`src/rtl/lsu_mem_master.sv`:
```
// Load/store initiator for a plain 32-bit word memory; sub-word stores are read-modify-write.
// Define LSU_MISALIGN_TRAP_EN to report misaligned H/W accesses as errors instead of aligning them.
module lsu_mem_master #(
  parameter int unsigned DEPTH = 1024
) (
  input  logic        clk,
  input  logic        rst,
  input  logic        req_valid,
  output logic        req_ready,
  input  logic        req_we,
  input  logic [2:0]  req_funct3,
  input  logic [31:0] req_addr,
  input  logic [31:0] req_wdata,
  output logic        resp_valid,
  input  logic        resp_ready,
  output logic [31:0] resp_rdata,
  output logic        resp_err,
  output logic        mem_we,
  output logic [31:0] mem_addr,
  output logic [31:0] mem_wd,
  input  logic [31:0] mem_rd
);

  typedef enum logic [1:0] {
    S_IDLE,
    S_READ,
    S_WRITE,
    S_RESP
  } state_e;

  localparam logic [2:0] F3_B  = 3'b000;
  localparam logic [2:0] F3_H  = 3'b001;
  localparam logic [2:0] F3_W  = 3'b010;
  localparam logic [2:0] F3_BU = 3'b100;
  localparam logic [2:0] F3_HU = 3'b101;

  state_e      state_q;
  logic        we_q;
  logic [2:0]  f3_q;
  logic [1:0]  lane_q;
  logic [15:0] wdata_lo_q;
  logic        resp_valid_q;
  logic        resp_err_q;
  logic [31:0] resp_rdata_q;
  logic [31:0] mem_addr_q;
  logic [31:0] mem_wd_q;

  logic        req_err_d;
  logic [31:0] word_idx_d;
  logic [7:0]  byte_d;
  logic [15:0] half_d;
  logic [31:0] load_d;
  logic [31:0] merge_d;

  always_comb begin
    if (req_we) begin
      req_err_d = !(req_funct3 inside {F3_B, F3_H, F3_W});
    end else begin
      req_err_d = !(req_funct3 inside {F3_B, F3_H, F3_W, F3_BU, F3_HU});
    end
`ifdef LSU_MISALIGN_TRAP_EN
    if ((req_funct3[1:0] == 2'b01 && req_addr[0]) ||
        (req_funct3 == F3_W && req_addr[1:0] != 2'b00)) begin
      req_err_d = 1'b1;
    end
`endif
  end

  assign word_idx_d = {2'b00, req_addr[31:2]} % DEPTH;

  // Half lanes use only lane_q[1] and word accesses ignore the lane, which aligns misaligned requests.
  always_comb begin
    case (lane_q)
      2'd0:    byte_d = mem_rd[7:0];
      2'd1:    byte_d = mem_rd[15:8];
      2'd2:    byte_d = mem_rd[23:16];
      default: byte_d = mem_rd[31:24];
    endcase
    half_d = lane_q[1] ? mem_rd[31:16] : mem_rd[15:0];

    case (f3_q)
      F3_B:    load_d = {{24{byte_d[7]}}, byte_d};
      F3_H:    load_d = {{16{half_d[15]}}, half_d};
      F3_BU:   load_d = {24'b0, byte_d};
      F3_HU:   load_d = {16'b0, half_d};
      default: load_d = mem_rd;
    endcase

    merge_d = mem_rd;
    if (f3_q == F3_B) begin
      case (lane_q)
        2'd0:    merge_d[7:0]   = wdata_lo_q[7:0];
        2'd1:    merge_d[15:8]  = wdata_lo_q[7:0];
        2'd2:    merge_d[23:16] = wdata_lo_q[7:0];
        default: merge_d[31:24] = wdata_lo_q[7:0];
      endcase
    end else if (f3_q == F3_H) begin
      if (lane_q[1]) merge_d[31:16] = wdata_lo_q;
      else           merge_d[15:0]  = wdata_lo_q;
    end
  end

  always_ff @(posedge clk) begin
    if (!rst) begin
      state_q      <= S_IDLE;
      we_q         <= 1'b0;
      f3_q         <= '0;
      lane_q       <= '0;
      wdata_lo_q   <= '0;
      resp_valid_q <= 1'b0;
      resp_err_q   <= 1'b0;
      resp_rdata_q <= '0;
      mem_addr_q   <= '0;
      mem_wd_q     <= '0;
    end else begin
      case (state_q)
        S_IDLE: begin
          if (req_valid) begin
            we_q       <= req_we;
            f3_q       <= req_funct3;
            lane_q     <= req_addr[1:0];
            wdata_lo_q <= req_wdata[15:0];
            if (req_err_d) begin
              state_q      <= S_RESP;
              resp_valid_q <= 1'b1;
              resp_err_q   <= 1'b1;
              resp_rdata_q <= '0;
            end else begin
              mem_addr_q <= word_idx_d;
              if (req_we && req_funct3 == F3_W) begin
                mem_wd_q <= req_wdata;
                state_q  <= S_WRITE;
              end else begin
                state_q <= S_READ;
              end
            end
          end
        end
        S_READ: begin
          if (we_q) begin
            mem_wd_q <= merge_d;
            state_q  <= S_WRITE;
          end else begin
            resp_rdata_q <= load_d;
            resp_valid_q <= 1'b1;
            state_q      <= S_RESP;
          end
        end
        S_WRITE: begin
          resp_rdata_q <= '0;
          resp_valid_q <= 1'b1;
          state_q      <= S_RESP;
        end
        S_RESP: begin
          if (resp_ready) begin
            resp_valid_q <= 1'b0;
            resp_err_q   <= 1'b0;
            resp_rdata_q <= '0;
            state_q      <= S_IDLE;
          end
        end
        default: state_q <= S_IDLE;
      endcase
    end
  end

  // Gated by rst so an RMW interrupted by reset never reaches memory.
  assign mem_we     = (state_q == S_WRITE) & rst;
  assign req_ready  = (state_q == S_IDLE);
  assign resp_valid = resp_valid_q;
  assign resp_err   = resp_err_q;
  assign resp_rdata = resp_rdata_q;
  assign mem_addr   = mem_addr_q;
  assign mem_wd     = mem_wd_q;

endmodule

```
`config.mk`:
```
export PLATFORM = sky130hd
export DESIGN_NAME = lsu_mem_master
export DESIGN_NICKNAME = d
export VERILOG_FILES = /design/src/rtl/lsu_mem_master.sv
export SDC_FILE = /design/constraint.sdc
export NUM_CORES = 1
export LEC_CHECK = 0
export ABC_CLOCK_PERIOD_IN_PS = 2000
export CAP_MARGIN = 10
export CORE_AREA = 5 5 164 87
export DETAILED_ROUTE_END_ITERATION = 16
export DIE_AREA = 0 0 169 92
export HOLD_SLACK_MARGIN = 0.08
export PLACE_DENSITY = 0.8
export SLEW_MARGIN = 10
export SYNTH_ARGS = -nofsm -noshare
export SYNTH_HDL_FRONTEND = slang
export SYNTH_SLANG_ARGS = --single-unit
```
`constraint.sdc`:
```
create_clock -name clk -period 2 [get_ports clk]
set_input_delay 0.4 -clock clk [delete_from_list [all_inputs] [get_ports clk]]
set_output_delay 0.4 -clock clk [all_outputs]
set_load 0.01 [all_outputs]
```
Yosys cells after proc, flatten, opt, wreduce, memory -nomap -nowiden
Cells that the tools add are included.
W data, S select, Z words.
- reductions and logical operators: 18
- muxes and demuxes: 34
- bitwise gates (word level): 2
- eq/ne operators: 19
- operators by type and width (cell ; number):
    $mux W32 ; 10
    $pmux W32 S4 ; 2
    $pmux W32 S2 ; 1
    $mux W16 ; 3
    $mux W8 ; 4
    $pmux W8 S3 ; 1
    $eq A3 B3 Y1 const B ; 4
    $ne A2 B2 Y1 const B ; 5
    $mux W2 ; 4
    $pmux W2 S4 ; 1
    $reduce_and A4 Y1 ; 2
    $eq A2 B2 Y1 const B ; 3
    $eq A3 B1 Y1 const B ; 2
    $logic_not A3 Y1 ; 2
    $mux W1 ; 6
    $reduce_and A5 Y1 ; 1
    $reduce_bool A5 Y1 ; 1
    $eq A2 B1 Y1 const B ; 2
    $logic_not A2 Y1 ; 2
    $ne A2 B1 Y1 const B ; 2
    $pmux W1 S4 ; 1
    $reduce_and A2 Y1 ; 2
    $reduce_bool A2 Y1 ; 2
    $eq A3 B2 Y1 const B ; 1
    8 further kinds ; 9
- output and inout port bits: 100
- input port bits: 104
- bits in registers: 100

Longest topological paths before layout
Gate-level depths: netlist (run 1).
- depth in word-level cells: 7
- mapped depth: 9

Worst setup path after synthesis (run 1)
Ideal clock, no wire load.
- path type: register to register
- start: register state_q[0]
- end: register mem_wd_q[22] (netlist: mem_wd[22])
- cell stages (with the launch flop): 8
- path buffers: 2
- arrival time: 1.761 ns
- required time: 1.883 ns
- setup slack: 0.122 ns
- library setup time: 0.117 ns
- cell sequence: dfxtp_1 inv_1 ha_1 buf_2 a21boi_1 buf_2 nor3_1 a32o_1
- word-level cells in the longest chain between the ends: 3
- RTL lines (item ; RTL line ; RTL):
    start, declared ; 37 ; state_e state_q;
    start signal, assigned ; 105 ; state_q <= S_IDLE;
    start signal, assigned ; 124 ; state_q <= S_RESP;
    start signal, assigned ; 132 ; state_q <= S_WRITE;
    $logic_not A2 Y1 * ; n/a ;
    net req_ready ; 9 ; output logic req_ready,
    $ne A2 B1 Y1 (no line), or another cell as far along ; n/a ;
    $reduce_and A5 Y1 (no line) ; n/a ;
    end signal, assigned ; 131 ; mem_wd_q <= req_wdata;
    end signal, assigned ; 141 ; mem_wd_q <= merge_d;
    end, declared ; 46 ; logic [31:0] mem_wd_q;
The timed path passes the listed nets; every way through them passes the cells marked *.
A chain may end at the register's enable or synchronous reset.

Final worst setup path (run 1)
- start: register lane_q[1]
- end: register mem_wd_q[19] (netlist: mem_wd[19])
- word-level cells in the longest chain between the ends: 5
- RTL lines (item ; RTL line ; RTL):
    start, declared ; 40 ; logic [1:0] lane_q;
    start signal, assigned ; 121 ; lane_q <= req_addr[1:0];
    $eq A2 B2 Y1 or $mux W16 (tied branches) ; 91, 98 ;
    $mux W8 or $mux W32 (tied branches) ; 91, 97 ;
    $mux W32 * ; 90 ; if (f3_q == F3_B) begin
    $mux W32 * ; 140 ; if (we_q) begin
    $pmux W32 S2 * ; 116 ; case (state_q)
Mark *: on every way between the ends. The rest lies on a longest branch, timed or not. The select of a mux whose other input is x is not followed.

==> impl_metrics.py, run 1 <==
metrics = {
    "critical_path": {
        "critPathKind": "flip-flop to flip-flop",
        "setup.worst_path.end_class": "flip-flop",
        "crit_required_ns": 2.24,
        "cp_top_family": "compound AO/OA/AOI/OAI gates",
        "slowest_stage": "dfxtp_1",
        "arrival_ns": 2.18,
        "cp_max_fo": 19,
        "start_kind": "flip-flop",
        "crit_buf_inv": 1,
        "max_stage_delay_ns": 0.51,
        "path_cells": "clkinvlp_4 > nor4_1 > o21ai_0 > a32o_1",
    },
    "floorplanning": {
        "die_area_sq_um": 15550,
        "die_w_um": 169,
        "core-area_sq_um": 12520,
        "start_util": 0.4447,
        "die_y_um": 92,
        "rows": 29,
        "io_pins": 204,
    },
    "final_layout": {
        "final_nets": 941,
        "fin_util": 0.6365,
        "area_growth_syn_to_layout_pct": 43.13,
        "drive_above_1_share": 0.1280,
        "postLayoutCellArea_sq_um": 7968,
    },
    "synthesis": {
        "synth_most_common_cell": "dfxtp_1",
        "synth_top_area_share": 0.3596,
        "postSynth.asyncResetShare": 0,
        "synth_area_sq_um": 5567,
        "syn_avg_cell_area_sq_um": 8.551,
        "synthesis.instances": 651,
        "yosysTopAreaCell": "dfxtp_1",
        "yosysSeqAreaShare": 0.3596,
        "synth_area_leaders": "dfxtp_1, mux2i_1, a32o_1, nand2_1, a21oi_1",
        "yosysUniqueCellTypes": 53,
        "synthTopCellsByCount": "dfxtp_1, nand2_1, mux2i_1",
        "synth_warnings": 0,
        "synth_enable_flop_cells": 0,
        "synth_ff_type": "dfxtp_1",
        "ys_seq_elements": 100,
    },
    "global_routing": {
        "track_usage": 0.2496,
        "grt_pass1_vias": 5639,
        "grt_overflow": 0,
        "grt_max_degree": 49,
        "grt_pass1_wl_mm": 30.84,
        "antenna_found_initial": 1,
    },
    "detailed_routing": {
        "vias_per_cell": 5.816,
        "first_iter_violations": 704,
        "wl_per_cell_um": 19.90,
        "route.detailed.drc": 0,
        "vias": 5857,
        "wl_mm": 20.04,
        "drtPass1Iterations": 6,
        "ant_nets": 0,
    },
    "worst_hold_path": {
        "hp-class": "flip-flop to flip-flop",
    },
    "pwr": {
        "p_leak_uw": 0.003087,
        "ir_drop_v": 0.0007388,
        "p_per_area_nw_per_um2": 1278,
    },
    "cts": {
        "clock_latency_ns": 0.35,
        "clock-sinks": 100,
        "htreeDepth": 3,
        "cts_tree": "built",
        "cts_hold_buf": 0,
        "ctsLongestPathBuffers": 2,
        "clk_pin_slew_worst_paths_ns": 0.07,
        "cts-root-buf": "clkbuf_16",
        "numCtsBuffers": 9,
    },
    "placed_design": {
        "hpwlAfterDp_mm": 14.82,
        "postPlaceCellArea_sq_um": 7657,
        "routabilityCongestion": 0.9966,
        "pre_cts_ws_ns": -0.1658,
        "portBuffers": 161,
    },
    "timing": {
        "rsz0062_at_grt": "false",
        "tightest_slew_ns": 0.5797,
        "setup_viol": 0,
        "hold_violations": 0,
        "post-route-period-util": 0.9681,
        "min_period_ns": 1.936,
        "setup_tns_ns": 0,
        "slew_headroom": 0.6094,
        "fin_worst_skew_ns": 0.007368,
        "setup_ws_ns": 0.06380,
        "maxSlewViolCount": 0,
        "max_freq_ghz": 0.5165,
    },
    "status": {
        "outcome": "finished, final reports clean",
    },
    "flow_run": {
        "drv_cap": 0,
    },
}
[worst min-delay path: stages, from the launching register on]
cell and delay [ns]:
dfxtp_1 0.31, nand2_1 0.05, a21oi_1 0.05
[routing by layer]
layer | GRT usage | vias up | wire length (um) | share of wire
met5 | 0 | - | 13 | 0.00065
met4 | 0.05961 | 2 | 319 | 0.016
met3 | 0.1134 | 31 | 2597 | 0.13
met2 | 0.3840 | 316 | 8789 | 0.44
met1 | 0.3225 | 2758 | 8314 | 0.41
li1 | - | 2750 | - | -
[cells by family (layout without fill, tap and decap cells)]
group,Yosys count,count (layout),synth area share
buffers and inverters,97,261,0.08924
adders and majority gates,4,4,0.008991
muxes,56,56,0.1034
AOI/OAI and AO/OA,217,217,0.2789
and+or+nand+nor,176,176,0.1591
DFF,100,100,0.3596
other,1,23,0.0006737
[sequential cells by signal (all words and copies together), names as in the netlist]
name,flops
lane_q,2
wdata_lo_q,16
resp_valid,1
mem_wd,32
resp_rdata,32
f3_q,3
we_q,1
mem_addr,10
resp_err,1
state_q,2
[through the flow]
| step | total power (uW) | hold WS, ns | std cells |
|---|---|---|---|
| finish | 10180 | 0.4533 | 1007 |
| global route | 10720 | 0.4679 | 1006 |
| CTS | 10070 | 0.4572 | 1006 |
| detailed placement | 8304 | 0.4485 | 992 |
| global placement | 8164 | 0.4419 | 992 |
| floorplan | 5962 | 0.4486 | 672 |
[placed cells by master (no fill, tap or decap), types with 4 or more instances in the layout]
master,synthesis,final
inv_1,11,11
nand2b_1,16,16
and4_1,10,10
nand2_1,67,67
o31ai_1,8,8
nor3_1,9,9
nand3_1,19,19
dfxtp_1,100,99
o311a_1,16,16
nand4_1,8,8
a32o_1,26,26
conb_1,1,22
o211ai_1,9,9
a31oi_1,16,16
a21oi_1,45,45
a21o_1,18,18
o2bb2ai_1,22,22
buf_12,0,6
nor4_1,8,8
a211oi_1,9,9
nor2_1,21,21
o21ai_0,36,36
mux2i_1,53,53
clkbuf_16,0,9
buf_4,23,67
nor2b_1,5,4
clkdlybuf4s50_1,0,159
[worst paths after layout]
path / slack, ns / depth (start not counted) / to / start
max reg2reg: 0.06 / 4 / mem_wd[19] / lane_q[1]
max: 0.06 / 4 / mem_wd[19] / lane_q[1]
min reg2reg: 0.45 / 2 / mem_addr[7] / mem_addr[7]
min: 0.45 / 2 / mem_addr[7] / mem_addr[7]
[area by class of cell]
type | count | area, sq um
multi-input combinational | 475 | 3174
tap | 170 | 212.7
antenna | 1 | 2.502
inverter | 13 | 52.55
timing repair buffer | 234 | 2232
clock inverter | 4 | 51.30
clock buffer | 10 | 239.0
fill | 1057 | 4551
sequential | 100 | 2003
[where the power goes]
part	switching, uW	total (uW)	internal (uW)
clock	775	1770	991
sequential	409	2920	2510
combinational	2960	5500	2540
[repair_timing]
item	CTS	global route
hold endpoints to repair	0	0
cloned	0	0
gates resized for setup	5	4
buffers inserted	0	0
endpoints found under the setup margin	11	28
No activity file was read; power rests on OpenSTA's default activity.
==> run 2: changes to the inputs <==
- ABC_CLOCK_PERIOD_IN_PS: 2000 -> 1800
- clock period: 2 -> 1.8 ns (I/O delays scaled with it)
==> run 2 against run 1 <==
  * The run now ends with negative setup slack left
  * Non-clock buffer count increased by 15
  * Count of clock-buffer cells in the layout increased by 3
  * Fmax increased by 6.2%
  * Worst hold slack about the same
  * Cell area increased by 2.4%
  * Combinational power increased by 18%
  * Critical endpoint is now mem_wd[2]
==> impl_metrics.py, run 2 (synthesis results as in run 1) <==
metrics = {
    "pwr": {
        "ir_drop_v": 0.001070,
        "p_leak_uw": 0.003179,
        "p_per_area_nw_per_um2": 1429,
        "total_power_uw": 11660,
    },
    "critical_path": {
        "ff2ff_path_depth": 5,
        "rr_endpoint": "mem_wd[2]",
        "start_kind": "flip-flop",
        "crit_end": "mem_wd[2]",
        "rrSetupSlack_ns": -0.02,
        "setup.worst_path.end_class": "flip-flop",
        "crit_start": "f3_q[1]",
        "critPathKind": "flip-flop to flip-flop",
        "crit_required_ns": 2.02,
        "r2r-start": "f3_q[1]",
        "cp_max_fo": 17,
        "arrival_ns": 2.05,
    },
    "timing": {
        "setup_ws_ns": -0.02237,
        "rsz0062_at_grt": "true",
        "setup_viol": 1,
        "min_period_ns": 1.822,
        "fin_worst_skew_ns": 0.007473,
        "hold_violations": 0,
        "max_freq_ghz": 0.5487,
        "post-route-period-util": 1.012,
        "maxSlewViolCount": 0,
    },
    "detailed_routing": {
        "first_iter_violations": 636,
        "ant_nets": 0,
        "vias": 5921,
        "vias_per_cell": 5.788,
        "route.detailed.drc": 0,
        "wl_per_cell_um": 19.88,
        "wl_mm": 20.34,
        "drtPass1Iterations": 5,
    },
    "final_layout": {
        "final_common_cell": "clkdlybuf4s50_1",
        "n_antenna_cell": 0,
        "final_nets": 956,
        "fin_util": 0.6519,
        "area_growth_syn_to_layout_pct": 46.59,
        "final_cell_mix": "clkdlybuf4s50_1, dfxtp_1, buf_4",
        "drive_above_1_share": 0.1618,
    },
    "floorplanning": {
        "die_w_um": 169,
        "die_area_sq_um": 15550,
        "core-area_sq_um": 12520,
        "die_y_um": 92,
        "rows": 29,
        "io_pins": 204,
        "start_util": 0.4447,
    },
    "global_routing": {
        "grt_pass1_vias": 5635,
        "grt_pass1_wl_mm": 30.71,
        "grt_overflow": 0,
        "track_usage": 0.2478,
        "antenna_found_initial": 0,
        "grt_max_degree": 43,
    },
    "cts": {
        "clock-sinks": 100,
        "cts-root-buf": "clkbuf_16",
        "ctsLongestPathBuffers": 2,
        "numCtsBuffers": 9,
        "htreeDepth": 3,
        "cts_tree": "built",
        "cts_setup_buffers": 0,
        "clk_pin_slew_worst_paths_ns": 0.07,
        "clock_latency_ns": 0.35,
    },
    "worst_hold_path": {
        "hp-class": "flip-flop to flip-flop",
        "holdPathStages": 2,
    },
    "placed_design": {
        "portBuffers": 161,
        "hpwlAfterDp_mm": 15.16,
        "routabilityCongestion": 0.9840,
    },
    "flow_run": {
        "drv_cap": 0,
    },
    "status": {
        "violations": "negative setup slack",
        "outcome": "finished with violations",
    },
}
run 2: timing repair:
| item | 4_1_cts | 5_1_grt |
|---|---|---|
| hold buffers | 0 | 0 |
| setup endpoints to repair | 32 | 76 |
| pin swaps | 0 | 2 |
| gates resized for setup | 9 | 21 |
run 2: metal layers:
layer | vias to the layer above | global-route usage | part of all wire
li1 | 2776 | - | -
met5 | - | 0 | 0
met2 | 297 | 0.3723 | 0.44
met1 | 2814 | 0.3382 | 0.43
met4 | 0 | 0.06765 | 0.021
met3 | 34 | 0.08849 | 0.11
run 2: final cells by class:
cell class | count | area [sq um]
clock buffers | 13 | 270.3
clock inverters | 3 | 20.02
fillers | 1015 | 4358
inverters | 13 | 48.80
multi-input cells | 475 | 3224
flip-flops and latches | 100 | 2009
well taps | 170 | 212.7
repair buffers | 249 | 2375
run 2: through the flow:
step / TNS [ns] / cell area [sq um] / std cells / hold slack, ns / setup WS, ns
floorplan: 0 / 5652 / 672 / 0.4486 / 0.004682
global placement: -13.63 / 7801 / 1007 / 0.4409 / -0.2381
detailed placement: -17.12 / 7801 / 1007 / 0.4465 / -0.3186
CTS: -0.01200 / 8112 / 1023 / 0.4547 / -0.006815
global route: -0.2074 / 8160 / 1023 / 0.4736 / -0.09212
finish: -0.02237 / 8160 / 1023 / 0.4531 / -0.02237
run 2: worst min path at each step:
| stage | start | to | slack (ns) |
|---|---|---|---|
| after floorplan | wdata_lo_q[10] | wdata_lo_q[10] | 0.45 |
| after global placement | mem_addr[9] | mem_addr[9] | 0.44 |
| after detailed placement | mem_addr[0] | mem_addr[0] | 0.45 |
| after CTS | mem_addr[3] | mem_addr[3] | 0.45 |
| after global routing | mem_addr[4] | mem_addr[4] | 0.47 |
| final | mem_addr[0] | mem_addr[0] | 0.45 |
run 2: power by group:
group          leakage (uW)  switching (uW)  internal [uW]  total, uW
registers          0.000818             443           2800       3240
clock network      0.000138             869           1050       1920
logic               0.00222            3390           3100       6500
run 2: critical path: stages, from the launching register on:
cell,delay [ns]
dfxtp_1,0.41
nor2_1,0.13
buf_4,0.20
nand3_1,0.34
a211oi_1,0.49
o31ai_1,0.13
